===== config.mk =====
export PLATFORM = sky130hd
export DESIGN_NAME = alu_sequencer
export DESIGN_NICKNAME = d
export VERILOG_FILES = /design/src/rtl/alu_sequencer.sv
export SDC_FILE = /design/constraint.sdc
export NUM_CORES = 1
export LEC_CHECK = 0
export ABC_CLOCK_PERIOD_IN_PS = 4850
export BUFFER_PORTS_ARGS = -buffer_cell sky130_fd_sc_hd__buf_2
export CAP_MARGIN = 25
export CELL_PAD_IN_SITES_DETAIL_PLACEMENT = 1
export CELL_PAD_IN_SITES_GLOBAL_PLACEMENT = 1
export CORE_AREA = 2 2 73 89
export CTS_BUF_LIST = sky130_fd_sc_hd__clkbuf_4 sky130_fd_sc_hd__clkbuf_8
export CTS_CLUSTER_SIZE = 25
export DETAILED_ROUTE_END_ITERATION = 10
export DIE_AREA = 0 0 75 91
export HOLD_SLACK_MARGIN = 0.1
export MAX_ROUTING_LAYER = met4
export PLACE_DENSITY_LB_ADDON = 0.1
export SETUP_SLACK_MARGIN = 0.3
export SLEW_MARGIN = 25
export SYNTH_ARGS = -nofsm -noshare
export SYNTH_HDL_FRONTEND = slang
export SYNTH_SLANG_ARGS = --single-unit

===== constraint.sdc =====
create_clock -name clk -period 4.85 [get_ports clk]
set_input_delay 0.7275 -clock clk [delete_from_list [all_inputs] [get_ports clk]]
set_output_delay 0.7275 -clock clk [all_outputs]
set_load 0.02 [all_outputs]

===== src/rtl/alu_sequencer.sv =====
// alu_sequencer
//   Sequences the registered 6502 ALU for the CPU core. One instruction-level
//   request is accepted per valid/ready handshake, decoded into ALU operand,
//   select and carry-in lines, held for the ALU pipeline latency, and the
//   result is returned with N/Z/C/V flags plus an update mask through a
//   second valid/ready handshake.
//
//   Ports:
//     clk, rst                 clock, synchronous active-high reset
//     req_valid/req_ready      request handshake
//     req_op/a/b/cin/dec       instruction op code, operands, P.C, P.D
//     alu_a, alu_b, alu_cin    ALU operands and carry-in
//     alu_sums..alu_bcds       ALU function selects (one-hot, BCDS with SUMS)
//     alu_result/of/cout/hcout ALU registered outputs (hcout reserved)
//     rsp_valid/rsp_ready      response handshake
//     rsp_result/flags/mask    result byte, {N,Z,C,V}, {N,Z,C,V} update enables
module alu_sequencer #(
  parameter int ALU_LATENCY = 2
) (
  input  logic       clk,
  input  logic       rst,
  input  logic       req_valid,
  output logic       req_ready,
  input  logic [3:0] req_op,
  input  logic [7:0] req_a,
  input  logic [7:0] req_b,
  input  logic       req_cin,
  input  logic       req_dec,
  output logic [7:0] alu_a,
  output logic [7:0] alu_b,
  output logic       alu_sums,
  output logic       alu_ands,
  output logic       alu_ors,
  output logic       alu_xors,
  output logic       alu_srs,
  output logic       alu_bcds,
  output logic       alu_cin,
  input  logic [7:0] alu_result,
  input  logic       alu_of,
  input  logic       alu_cout,
  input  logic       alu_hcout,
  output logic       rsp_valid,
  input  logic       rsp_ready,
  output logic [7:0] rsp_result,
  output logic [3:0] rsp_flags,
  output logic [3:0] rsp_mask
);

  typedef enum logic [1:0] {IDLE, EXEC, RESP} state_t;

  localparam logic [3:0] LAT = 4'(ALU_LATENCY);

  state_t     state_reg, state_next;
  logic [3:0] cnt_reg, cnt_next;
  logic [7:0] alu_a_reg, alu_a_next;
  logic [7:0] alu_b_reg, alu_b_next;
  logic [5:0] sel_reg, sel_next;       // {sums, ands, ors, xors, srs, bcds}
  logic       alu_cin_reg, alu_cin_next;
  logic [3:0] mask_reg, mask_next;     // mask of the op in flight
  logic [7:0] rsp_result_reg, rsp_result_next;
  logic [3:0] rsp_flags_reg, rsp_flags_next;
  logic [3:0] rsp_mask_reg, rsp_mask_next;

  logic [5:0] dec_sel;
  logic [7:0] dec_b;
  logic       dec_cin;
  logic [3:0] dec_mask;

  // Carry-half output of the ALU is reserved for future use.
  logic unused_hcout;
  assign unused_hcout = alu_hcout;

  // Instruction decode. Operands not used by a function (B for shifts,
  // carry-in for logic ops) are tied to 0 so the ALU inputs stay quiet.
  always_comb begin
    dec_sel  = 6'b000000;
    dec_b    = req_b;
    dec_cin  = 1'b0;
    dec_mask = 4'b0000;
    case (req_op)
      4'd0: begin  // ADC
        dec_sel = {5'b10000, req_dec}; dec_cin = req_cin; dec_mask = 4'b1111;
      end
      4'd1: begin  // SBC: A + ~B + C
        dec_sel = {5'b10000, req_dec}; dec_b = ~req_b; dec_cin = req_cin;
        dec_mask = 4'b1111;
      end
      4'd2: begin dec_sel = 6'b010000; dec_mask = 4'b1100; end  // AND
      4'd3: begin dec_sel = 6'b001000; dec_mask = 4'b1100; end  // ORA
      4'd4: begin dec_sel = 6'b000100; dec_mask = 4'b1100; end  // EOR
      4'd5: begin  // LSR: zero shifted into bit 7
        dec_sel = 6'b000010; dec_b = 8'h00; dec_mask = 4'b1110;
      end
      4'd6: begin  // ROR: carry shifted into bit 7
        dec_sel = 6'b000010; dec_b = 8'h00; dec_cin = req_cin; dec_mask = 4'b1110;
      end
      4'd7: begin  // ASL as A + A
        dec_sel = 6'b100000; dec_b = req_a; dec_mask = 4'b1110;
      end
      4'd8: begin  // ROL as A + A + C
        dec_sel = 6'b100000; dec_b = req_a; dec_cin = req_cin; dec_mask = 4'b1110;
      end
      4'd9: begin  // INC as A + 0 + 1
        dec_sel = 6'b100000; dec_b = 8'h00; dec_cin = 1'b1; dec_mask = 4'b1100;
      end
      4'd10: begin  // DEC as A + FF + 0
        dec_sel = 6'b100000; dec_b = 8'hFF; dec_mask = 4'b1100;
      end
      4'd11: begin  // CMP: binary subtract, no carry dependency
        dec_sel = 6'b100000; dec_b = ~req_b; dec_cin = 1'b1; dec_mask = 4'b1110;
      end
      default: begin  // illegal: pass A through an OR with zero, touch no flags
        dec_sel = 6'b001000; dec_b = 8'h00; dec_mask = 4'b0000;
      end
    endcase
  end

  // Next-state and datapath updates.
  always_comb begin
    state_next      = state_reg;
    cnt_next        = cnt_reg;
    alu_a_next      = alu_a_reg;
    alu_b_next      = alu_b_reg;
    sel_next        = sel_reg;
    alu_cin_next    = alu_cin_reg;
    mask_next       = mask_reg;
    rsp_result_next = rsp_result_reg;
    rsp_flags_next  = rsp_flags_reg;
    rsp_mask_next   = rsp_mask_reg;

    case (state_reg)
      IDLE: begin
        if (req_valid) begin
          state_next   = EXEC;
          cnt_next     = LAT;
          alu_a_next   = req_a;
          alu_b_next   = dec_b;
          sel_next     = dec_sel;
          alu_cin_next = dec_cin;
          mask_next    = dec_mask;
        end
      end
      EXEC: begin
        if (cnt_reg == 4'd0) begin
          state_next      = RESP;
          rsp_result_next = alu_result;
          rsp_flags_next  = {alu_result[7], alu_result == 8'h00, alu_cout, alu_of}
                            & mask_reg;
          rsp_mask_next   = mask_reg;
          alu_a_next      = 8'h00;
          alu_b_next      = 8'h00;
          sel_next        = 6'b000000;
          alu_cin_next    = 1'b0;
        end else begin
          cnt_next = cnt_reg - 4'd1;
        end
      end
      RESP: begin
        if (rsp_ready) begin
          rsp_result_next = 8'h00;
          rsp_flags_next  = 4'b0000;
          rsp_mask_next   = 4'b0000;
          if (req_valid) begin
            // Response retires and the next request enters on the same edge.
            state_next   = EXEC;
            cnt_next     = LAT;
            alu_a_next   = req_a;
            alu_b_next   = dec_b;
            sel_next     = dec_sel;
            alu_cin_next = dec_cin;
            mask_next    = dec_mask;
          end else begin
            state_next = IDLE;
          end
        end
      end
      default: state_next = IDLE;
    endcase
  end

  always_ff @(posedge clk) begin
    if (rst) begin
      state_reg      <= IDLE;
      cnt_reg        <= 4'd0;
      alu_a_reg      <= 8'h00;
      alu_b_reg      <= 8'h00;
      sel_reg        <= 6'b000000;
      alu_cin_reg    <= 1'b0;
      mask_reg       <= 4'b0000;
      rsp_result_reg <= 8'h00;
      rsp_flags_reg  <= 4'b0000;
      rsp_mask_reg   <= 4'b0000;
    end else begin
      state_reg      <= state_next;
      cnt_reg        <= cnt_next;
      alu_a_reg      <= alu_a_next;
      alu_b_reg      <= alu_b_next;
      sel_reg        <= sel_next;
      alu_cin_reg    <= alu_cin_next;
      mask_reg       <= mask_next;
      rsp_result_reg <= rsp_result_next;
      rsp_flags_reg  <= rsp_flags_next;
      rsp_mask_reg   <= rsp_mask_next;
    end
  end

  assign req_ready  = !rst && ((state_reg == IDLE) || ((state_reg == RESP) && rsp_ready));
  assign rsp_valid  = (state_reg == RESP);
  assign alu_a      = alu_a_reg;
  assign alu_b      = alu_b_reg;
  assign alu_sums   = sel_reg[5];
  assign alu_ands   = sel_reg[4];
  assign alu_ors    = sel_reg[3];
  assign alu_xors   = sel_reg[2];
  assign alu_srs    = sel_reg[1];
  assign alu_bcds   = sel_reg[0];
  assign alu_cin    = alu_cin_reg;
  assign rsp_result = rsp_result_reg;
  assign rsp_flags  = rsp_flags_reg;
  assign rsp_mask   = rsp_mask_reg;

endmodule


# After elaboration in Yosys (flattened, before gate mapping)
# Index checks and enable logic that the tools add are counted.
# Widths: inputs -> output; s select.
[totals] ff_bits=49 out_inout_bits=41 wordCells=95
[classes] add_sub_neg=1 eq_ne=17 mux=39 n_bitwise=2 n_reduce_logical=26
[ops] operator="$mux 8" count=7
[ops] operator="$pmux 8 s3" count=2
[ops] operator="$mux 4" count=8
[ops] operator="$pmux 8 s4" count=1
[ops] operator="$pmux 6 s5" count=1
[ops] operator="$pmux 4 s2" count=3
[ops] operator="$pmux 4 s3" count=2
[ops] operator="$mux 6" count=3
[ops] operator="$pmux 6 s3" count=1
[ops] operator="$eq 4x3->1 const B" count=4
[ops] operator="$eq 4x4->1 const B" count=4
[ops] operator="$pmux 8 s2" count=1
[ops] operator="$reduce_or 5->1" count=3
[ops] operator="$reduce_and 3->1" count=4
[ops] operator="$reduce_or 2->1" count=5
[ops] operator="$eq 4x2->1 const B" count=2
[ops] operator="$logic_not 4->1" count=2
[ops] operator="$logic_not 8->1" count=1
[ops] operator="$not 8->8" count=1
[ops] operator="$reduce_or 4->1" count=2
[ops] operator="$mux 2" count=3
[ops] operator="$ne 2x2->1 const B" count=3
[ops] operator="$pmux 2 s3" count=1
[ops] operator="$and 4x4->4" count=1
[ops] operator="other kinds (15)" count=20

# Logic depth before layout (Yosys ltp)
[depth] depth_word=6 depth_mapped=7

# Worst setup path after synthesis
# OpenSTA, ideal clock, no wires.
[synth_path] path_type="input to output" start="input port rst" end="output port req_ready" arrival_ns=1.644 t_required_ns=4.123 path_slack_ns=2.478 path_stages=3 path_buffers=2 cell_sequence="clkbuf_1 > clkbuf_1 > nor3b_1"
[synth_between] elab_chain_cells=2
[synth_lines] element="start, declared" line_no="21" rtl="input logic rst,"
[synth_lines] element="$logic_not 1->1" line_no="207" rtl="assign req_ready = !rst && ((state_reg == IDLE) || ((state_reg == RESP) && rsp_ready));"
[synth_lines] element="$logic_and 1x1->1" line_no="207"
[synth_lines] element="end, declared" line_no="23" rtl="output logic req_ready,"
# No other way between the ends.

# Worst setup path in the final report
# Ends and elaborated chain as after synthesis.

==> results.yml <==
route:
  vias_per_cell: 5.35
  wirelength_um: 6300
  num_vias: 2268
  routed-wl-met3_um: 273
  wl_per_cell_um: 14.9
  maxUsedRoutingLayer: "met4"
  drc_errors: 0
  ant_nets: 0
  wl_met2_um: 3210
  drtIter0Drc: 91
  wl_met1_um: 2770
  dr.pass1.iters: 6
floorplanning:
  die_w_um: 75
  dieArea_um2: 6830
  chipHeight_um: 91
  initial_utilization_pct: 40.3
  core_um2: 5930
  rows: 31
  num_io_pins: 78
sta:
  fin_crit_sh_pct: 49.9
  worst_hold_slack_ns: 0.450
  timing.setup.tns_ns: 0
  finClkSkew_ns: 0.00630
  layout_min_cycle_time_ns: 2.42
  fmax_mhz: 413
  slew_viol_final: 0
  tightest_slew_ns: 0.834
  setup_violations: 0
  rsz0062_at_grt: "false"
  slew_headroom_pct: 44.4
  fin_ws_ns: 2.43
  finalHoldViolCount: 0
pwr:
  leakagePower_nw: 1.21
  power_per_cell_area_nw_per_um2: 310
  peakVddDrop_uv: 142
synthesis:
  synth_seq_area_share_pct: 39.4
  yosysTopAreaCell: "dfxtp_1"
  synth_area_leaders: "dfxtp_1 (39%), a21oi_1 (6.3%), nand3_1 (5.0%)"
  synth_edf_count: 0
  syn_nets: 323
  avgSynthCellArea_um2: 8.39
  ys.warnings.count: 0
  netlist-cell-type-count: 40
  ys_ff_latch: 47
  synth_top_flop_cell: "dfxtp_1"
  synth_top_cell_area_share_pct: 39.4
  synth_area_um2: 2390
  ys_async_sr_fraction_pct: 0
  synth_cells: 285
placement:
  dp_slack_ns: 2.43
  hpwlAfterDp_um: 4490
  place_area_um2: 2730
  routabilityCongestion: 0.754
  portBuffers: 76
worst_setup_path:
  path_class: "in2out"
  critical_path.startpoint: "rst"
  crit_chain: "buf_2, nor3b_1, buf_2"
  cp.arrival_ns: 1.69
  worstPathRequired_ns: 4.12
  crit_top_cell: "buf_2"
  critPathCaptureType: "output port"
  critPathLaunchType: "input port"
  cpMaxStageDelayCell: "buf_2"
  max_stage_delay_ns: 0.62
  r2r_start: "cnt_reg[0]"
  path_max_fanout: 42
finish:
  syn2layout_area_growth_pct: 18.6
  final_area_um2: 2840
  layout-drive-gt1-share_pct: 26.6
  antenna_cells: 0
  fin_nets: 379
  final-seq-area_um2: 941
  fin_util_pct: 47.8
  fill_cells: 750
  multi_input_area_um2: 1290
clock_tree:
  cts_made_buffers: 5
  path_clk_slew_ns: 0.09
  cts-root-buf: "clkbuf_8"
  htreeDepth: 2
  cts.hold.buffers_added: 0
  postCtsSetupRepairBufs: 0
  clock_sinks: 47
  tritoncts: "built"
  clk_latency_ns: 0.30
  ctsResizeCount: 0
  clockBufferDepth: 2
worst_hold_path:
  hold_path_class: "reg2reg"
  holdCritStartpoint: "rsp_flags[1]"
grt:
  grt_pass1_vias: 2187
  antenna_found_initial: 0
  grt_pass1_wl_um: 10300
  overflow: 0
  grt_util_all_layers_pct: 19.9
  grt_max_degree: 43
run_status:
  outcome: "complete, no violations"
run:
  cap_viol_max_count: 0
-- kinds of logic after synthesis --
group           share of synthesized area, %
simple gates                            26.1
compound gates                          24.7
flops                                   39.4
buf+inv                                 6.54
mux                                     1.67
xor+xnor                                1.10
fa+ha+maj                              0.523
-- cells in the final DEF, fill, tap and decap left out, drive strengths merged, types with 5 or more instances in the layout --
| master | n |
|---|---|
| a21oi | 30 |
| a221o | 8 |
| a22oi | 10 |
| a32o | 8 |
| a32oi | 5 |
| buf | 76 |
| clkbuf | 8 |
| dfxtp | 47 |
| nand2 | 22 |
| nand2b | 7 |
| nand3 | 24 |
| nor2 | 24 |
| nor2b | 13 |
| o21ai | 11 |
| o21bai | 8 |
| or2b | 5 |
-- critical path: cells and delay by family --
| family | cells | cell delay [ns] |
|---|---|---|
| buffers and inverters | 2 | 0.82 |
| and+or+nand+nor | 1 | 0.13 |
-- metal layers --
layer,vias to the layer above,GRT usage [%]
li1,1138,-
met5,-,-
met2,58,33.2
met3,4,2.44
met1,1068,24.0
met4,0,7.59
-- worst paths after layout --
kind / to / slack (ns) / cells after the start
worst max-delay path: req_ready / 2.43 / 3
worst min-delay path: rsp_flags[1] / 0.45 / 2
worst max register to register: alu_b[0] / 2.74 / 6
worst min register to register: rsp_flags[1] / 0.45 / 2
-- synthesized netlist by cell type, drive strengths merged, types with 5 or more instances --
| master | number |
|---|---|
| a21oi | 30 |
| dfxtp | 47 |
| o21bai | 8 |
| o21ai | 11 |
| or2b | 5 |
| buf | 15 |
| nand2b | 7 |
| a221o | 8 |
| nand3 | 24 |
| a22oi | 10 |
| nor2b | 13 |
| a32o | 8 |
| clkbuf | 12 |
| nand2 | 22 |
| a32oi | 5 |
| nor2 | 24 |
-- power by group --
part	switching (mW)	internal (mW)
logic	0.124	0.0712
clock network	0.131	0.136
registers	0.0117	0.406
total	0.266	0.613
-- final cells by class --
class / instances / share of cell area [%]
sequential: 47 / 33.2
multi-input combinational: 207 / 45.6
inverter: 4 / 0.529
tap: 82 / 3.62
timing repair buffer: 76 / 13.4
clock buffer: 8 / 3.66
-- per-stage QoR --
stage | total power [mW] | std cells
global route | 0.928 | 424
floorplan | 0.570 | 285
CTS | 0.892 | 424
finish | 0.879 | 424
detailed placement | 0.624 | 416
global placement | 0.621 | 416
(Power assumes the default switching activity.)
